[src/rtl/load_store_unit.sv]
// Load/store unit between EX/MEM and a word-write, big-endian data memory.
// Sub-word stores are performed as read-modify-write of the containing word.
module load_store_unit #(
  parameter int unsigned ADDR_LIMIT = 1024,
  parameter int unsigned DATA_W     = 32
) (
  input  logic              clk,
  input  logic              reset,
  input  logic              req_valid,
  output logic              req_ready,
  input  logic              req_write,
  input  logic [1:0]        req_size,
  input  logic              req_unsigned,
  input  logic [DATA_W-1:0] req_addr,
  input  logic [DATA_W-1:0] req_wdata,
  output logic              resp_valid,
  input  logic              resp_ready,
  output logic [DATA_W-1:0] resp_data,
  output logic              resp_error,
  output logic              mem_write,
  output logic [DATA_W-1:0] mem_address,
  output logic [DATA_W-1:0] mem_write_data,
  input  logic [DATA_W-1:0] mem_read_data
);

  typedef enum logic [2:0] {IDLE, LOAD, STORE_W, RMW_READ, RMW_WRITE, RESP} state_t;

  state_t            state, next;
  logic [1:0]        size_q;
  logic              unsigned_q;
  logic [DATA_W-1:0] addr_q, wdata_q, merge_q;

  logic              accept, req_err;
  logic [2:0]        nbytes;
  logic [32:0]       last_byte;
  logic [4:0]        lane_shift;
  logic [31:0]       lane_mask, merged, shifted, load_val;

  assign accept = req_valid && (state == IDLE);

  // 33-bit sum so an address near 2^32 cannot wrap past the range check
  always_comb begin
    nbytes = 3'd4;
    case (req_size)
      2'b00:   nbytes = 3'd1;
      2'b01:   nbytes = 3'd2;
      default: nbytes = 3'd4;
    endcase
    last_byte = {1'b0, req_addr} + 33'(nbytes) - 33'd1;
    req_err = (req_size == 2'b11)
           || (req_size == 2'b01 && req_addr[0])
           || (req_size == 2'b10 && req_addr[1:0] != 2'b00)
           || (last_byte >= 33'(ADDR_LIMIT));
  end

  // Byte offset 0 lives in [31:24], so the lane shift counts down from 24
  always_comb begin
    lane_shift = (size_q == 2'b00) ? {~addr_q[1:0], 3'b000}
                                   : (addr_q[1] ? 5'd0 : 5'd16);
    lane_mask  = ((size_q == 2'b00) ? 32'h0000_00FF : 32'h0000_FFFF) << lane_shift;
    merged     = (merge_q & ~lane_mask) | ((wdata_q << lane_shift) & lane_mask);
    shifted    = mem_read_data >> lane_shift;
    case (size_q)
      2'b00:   load_val = unsigned_q ? {24'd0, shifted[7:0]}
                                     : {{24{shifted[7]}}, shifted[7:0]};
      2'b01:   load_val = unsigned_q ? {16'd0, shifted[15:0]}
                                     : {{16{shifted[15]}}, shifted[15:0]};
      default: load_val = mem_read_data;
    endcase
  end

  always_comb begin
    next           = state;
    req_ready      = 1'b0;
    resp_valid     = 1'b0;
    mem_write      = 1'b0;
    mem_write_data = '0;
    mem_address    = {addr_q[DATA_W-1:2], 2'b00};
    case (state)
      IDLE: begin
        req_ready = 1'b1;
        if (req_valid) begin
          if (req_err)                next = RESP;
          else if (!req_write)        next = LOAD;
          else if (req_size == 2'b10) next = STORE_W;
          else                        next = RMW_READ;
        end
      end
      LOAD:     next = RESP;
      STORE_W: begin
        mem_write      = !reset;
        mem_write_data = wdata_q;
        next           = RESP;
      end
      RMW_READ: next = RMW_WRITE;
      RMW_WRITE: begin
        mem_write      = !reset;
        mem_write_data = merged;
        next           = RESP;
      end
      RESP: begin
        resp_valid = 1'b1;
        if (resp_ready) next = IDLE;
      end
      default:  next = IDLE;
    endcase
  end

  always_ff @(posedge clk) begin
    if (reset) begin
      state      <= IDLE;
      size_q     <= '0;
      unsigned_q <= 1'b0;
      addr_q     <= '0;
      wdata_q    <= '0;
      merge_q    <= '0;
      resp_data  <= '0;
      resp_error <= 1'b0;
    end else begin
      state <= next;
      if (accept) begin
        size_q     <= req_size;
        unsigned_q <= req_unsigned;
        addr_q     <= req_addr;
        wdata_q    <= req_wdata;
        resp_data  <= '0;
        resp_error <= req_err;
      end
      if (state == LOAD)     resp_data <= load_val;
      if (state == RMW_READ) merge_q   <= mem_read_data;
    end
  end

endmodule

[config.mk]
export PLATFORM = sky130hd
export DESIGN_NAME = load_store_unit
export DESIGN_NICKNAME = d
export VERILOG_FILES = /design/src/rtl/load_store_unit.sv
export SDC_FILE = /design/constraint.sdc
export NUM_CORES = 1
export LEC_CHECK = 0
export CORE_MARGIN = 2
export CORE_UTILIZATION = 30
export CTS_CLUSTER_DIAMETER = 80
export DETAILED_ROUTE_END_ITERATION = 16
export PLACE_DENSITY = 0.62
export SETUP_SLACK_MARGIN = 0.3
export SLEW_MARGIN = 20
export SYNTH_ARGS = -nofsm -noshare
export SYNTH_HDL_FRONTEND = slang
export SYNTH_SLANG_ARGS = --single-unit
[constraint.sdc]
create_clock -name clk -period 4.6 [get_ports clk]
set_input_delay 0.69 -clock clk [delete_from_list [all_inputs] [get_ports clk]]
set_output_delay 0.69 -clock clk [all_outputs]
set_load 0.01 [all_outputs]
### Word-level counts from Yosys, hierarchy flattened

Cells that the tools add are included.

* word-level logic and storage cells: 64
* input bits: 104
* bits in registers: 135

* multiplexer cells: 19
* bitwise logic cells: 5
* reduce and logical (&&, ||, !) cells: 15
* equality and inequality tests: 11
* $add $sub $neg: 2
* shift operators: 3
* $lt $le $gt $ge: 1

Operator list (number)
* $mux W32: 4
* $pmux W32 S2: 2
* $and A32 B32 Y32: 2
* $add A32 B3 Y33: 1
* $ge A33 B11 Y1 const B: 1
* $sub A33 B1 Y33 const B: 1
* $not A32 Y32: 1
* $or A32 B32 Y32: 1
* $shl A16 B5 Y32: 1
* $shl A32 B5 Y32: 1
* $shr A32 B5 Y16: 1
* $mux W16: 1
* $pmux W3 S4: 1
* $mux W5: 2
* $mux W3: 3
* $eq A3 B2 Y1 const B: 2
* $eq A3 B3 Y1 const B: 2
* $pmux W3 S2: 1
* $eq A2 B1 Y1 const B: 2
* $eq A2 B2 Y1 const B: 2
* $logic_not A2 Y1: 2
* $mux W1: 4
* $ne A2 B2 Y1 const B: 2
* $reduce_bool A2 Y1: 2
* other kinds (10): 14

### Depth between registers and ports, before layout

* word-level depth: 9
* mapped depth: 16

### Least setup slack after synthesis

Ideal clock, no wire load.

* path type: in2reg
* start point: in req_size[1]
* end point: reg state[1]
* arrival time: 3426 ps
* data required time: 4484 ps
* slack: 1058 ps
* library setup time: 116 ps
* stages: 15
* cell sequence: or2_2 ha_1 inv_1 ha_1 inv_1 fa_1 nand2b_1 a21oi_2 o21a_1 o21ai_1 a2111oi_0 nor2_1 or2_1 and2_1 and4_1

* word-level cells in the longest chain between the ends: 9

Ends and longest elaborated chain
* from (decl): RTL line 12 `input logic [1:0] req_size,`
* $eq A2 B1 Y1 / $logic_not A2 Y1 (equally long branches): RTL line 44, 51
* $pmux W3 S2: RTL line 44 `case (req_size)`
* $add A32 B3 Y33: RTL line 49 `last_byte = {1'b0, req_addr} + 33'(nbytes) - 33'd1;`
* $sub A33 B1 Y33: RTL line 49
* $ge A33 B11 Y1: RTL line 53 `|| (last_byte >= 33'(ADDR_LIMIT));`
* $logic_or A1 B1 Y1 *: RTL line 53
* $mux W3 *: RTL line 83 `if (req_err) next = RESP;`
* $mux W3 *: RTL line 82 `if (req_valid) begin`
* $pmux W3 S4 *: RTL line 79 `case (state)`
* to (signal assigned): RTL line 120 `state <= next;`
* to (decl): RTL line 28 `state_t state, next;`

Every way passes the cells marked *; elsewhere a longest branch is shown, timed or not. The select of a mux whose other input is x is not followed.
A chain may end at the register's enable or synchronous reset.

### Worst setup path after layout

* start point: in req_size[1]
* end point: reg state[2]

Same word-level chain as after synthesis.

==> flow_summary.toml <==
[synthesis]
yosysWarnings = 0
synthCells = 1201
synthSimpleGateAreaFrac_pct = 22.32
ys_seq_area_share_pct = 32.10
synth_xor_area_share_pct = 1.353
netlist_top_cells_area = "dfxtp_1, nand2_1, a21oi_1"
yosysUniqueCellTypes = 70
synth_fa_ha_area_share_pct = 5.291
syn_area_per_cell_um2 = 7.009
synth_ff_type = "dfxtp_1"
synth-seq-cells = 135
synth_compound_area_share_pct = 26.06
netlist_area_um2 = 8418
synth_common_cells = "nand2_1, a21oi_1, dfxtp_1, o21ai_0, clkbuf_1"
async_reset_ff_share_pct = 0
synth_top_cell_by_area = "dfxtp_1"
synth.top_cell.area_share_pct = 32.10
synth_edf_count = 0
synthMostInstantiatedCell = "nand2_1"
synth_top_family_by_area = "compound AO/OA/AOI/OAI gates"
synth_mux_area_share_pct = 3.760

[cells_and_area]
fillerInstances = 2877
multi_input_area_um2 = 4992
layout-drive-gt1-share_pct = 5.019
design.final.nets = 1461
utilization_pct = 40.04
syn_to_final_growth_pct = 31.76
seqCellArea_um2 = 2703

[power_and_ir_drop]
vdd_ir_drop_max_v = 0.0002024
pwr_density_cell_nw_per_um2 = 320.2
p_leak_uw = 0.004021

[detailed_routing]
drt_iter0_markers = 806
firstDrtPassIters = 6
vias_per_cell = 5.114
post_drt_wl_per_cell_um = 17.50
ant_nets = 0
drc = 0
routed_wirelength_mm = 30.06
via_count = 8785

[timing]
finalMaxSlewViolations = 0
worst_slew_pin_slew_ns = 1.048
skew_ns = 0.01149
rsz0062_at_grt = "false"
timing.final.hold_violations = 0
setup_viol = 0
min_period_ns = 3.984
finalSetupTns_ns = 0
finalCritPeriodShare_pct = 86.61
max_freq_ghz = 0.2510
slew_headroom_pct = 30.02

[min_path]
min_path_type = "register to register"
min_path_cells = 2

[global_route]
grtUsageTotal_pct = 19.94
antenna_found_initial = 4
grt_pass1_wl_mm = 45.83
grt_pass1_vias = 8189
grt_remaining_overflow = 0
grt_max_degree = 105

[worst_setup_path]
crit_required_ns = 4.87
crit_arrival_ns = 4.25
cp-end-kind = "register"
cp_max_fo = 6
reg2regPathDepth = 9
worst-setup-path-type = "primary input to register"
start_kind = "primary input"

[floorplan]
fp.dieH_um = 171.5
start_util_pct = 30.38
core-area_um2 = 27710
rows = 61
fp.dieW_um = 171.5
die-area_um2 = 29420
ios = 204

[clock_network]
cts_setup_buffers = 0
clock-sinks = 135
cts_buffer_depth = 2
path_clk_slew_ns = 0.06
cts_tree = "done"
h-tree-depth = 4
clockRootBuffer = "clkbuf_16"
insertion_delay_ns = 0.43
cts_made_buffers = 17

[place]
numPortBuffers = 201
globalplace.congestion = 0.9146
place_hpwl_mm = 22.61

[job]
drv_cap = 0

[status]
status = "completed"
-- final timing paths --
path / slack, ns / to / from
max: 0.62 / state[2] / req_size[1]
min: 0.45 / addr_q[5] / addr_q[5]
max reg2reg: 1.16 / resp_data[27] / size_q[0]
min reg2reg: 0.45 / addr_q[5] / addr_q[5]
-- cell type report --
type / count / area share, %
multi-input combinational: 902 / 45.01
sequential: 135 / 24.37
timing repair buffer: 212 / 18.89
tap: 378 / 4.264
clock buffer: 17 / 3.835
inverter: 54 / 1.827
clock inverter: 15 / 1.692
antenna: 5 / 0.1128
-- cell usage in the layout (no fill, tap or decap), types with 8 or more instances in the layout --
cell type / netlist / final
nand2_1: 323 / 322
nor3_1: 20 / 19
clkbuf_16: 0 / 17
nand3_1: 13 / 13
dfxtp_1: 135 / 135
nand4_1: 11 / 11
inv_1: 54 / 54
a21oi_1: 198 / 198
mux2i_1: 26 / 26
buf_4: 32 / 11
a22o_1: 16 / 16
o211ai_1: 13 / 13
nand2b_1: 8 / 8
o221ai_1: 9 / 9
clkdlybuf4s50_1: 0 / 200
nor2_1: 43 / 41
ha_1: 34 / 34
o21ai_0: 73 / 73
-- layer usage --
| layer | global-route usage [%] | part of all wire (%) |
|---|---|---|
| met5 | 0 | 0 |
| met4 | 8.585 | 3.0 |
| met3 | 3.935 | 5.9 |
| met2 | 31.41 | 46 |
| met1 | 26.45 | 46 |
-- where the power goes --
part / internal (uW) / total (uW) / switching (uW)
clock network: 823 / 1430 / 605
logic: 367 / 861 / 493
registers: 1220 / 1260 / 38.8
total: 2420 / 3550 / 1140
-- state kept, by name, indices dropped and copies added (netlist names) --
name / count
state: 3
resp_data: 32
resp_error: 1
unsigned_q: 1
addr_q: 32
wdata_q: 32
merge_q: 32
size_q: 2
-- cell families after synthesis --
kind of cell / after synthesis
other: 1
buffers and inverters: 165
AND/OR/NAND/NOR: 448
multiplexers: 30
adder cells (fa/ha/maj): 35
XOR/XNOR: 13
AO/OA/AOI/OAI: 374
flip-flops: 135
-- worst max-delay path: stages --
cell and delay [ns]:
clkdlybuf4s50_1 0.49, or2_2 0.33, ha_1 0.17, inv_1 0.05, ha_1 0.17, inv_1 0.06
fa_1 0.42, nand2b_1 0.21, a21oi_4 0.25, o21ai_1 0.14, a211oi_2 0.24, o21ai_0 0.13
a2111oi_2 0.35, nand4_1 0.19, nor3_1 0.24, a31oi_1 0.10
-- per-stage QoR --
stage,cells,hold slack (ns),instance area (um^2),power (uW),worst slack [ns]
detailed placement,1681,0.4440,10450,2136,0.08834
floorplan,1202,0.4332,8422,1804,1.058
global route,1717,0.4729,11090,3723,0.3281
global placement,1681,0.4388,10450,2137,0.2228
CTS,1713,0.4538,11060,3568,0.5214
finish,1718,0.4519,11090,3552,0.6161
-- repair_timing --
action                                  4_1_cts  5_1_grt
resized for setup                             0        2
endpoints found under the setup margin        0        1
hold buffers                                  0        0
Power figures use the tool's default switching activity.
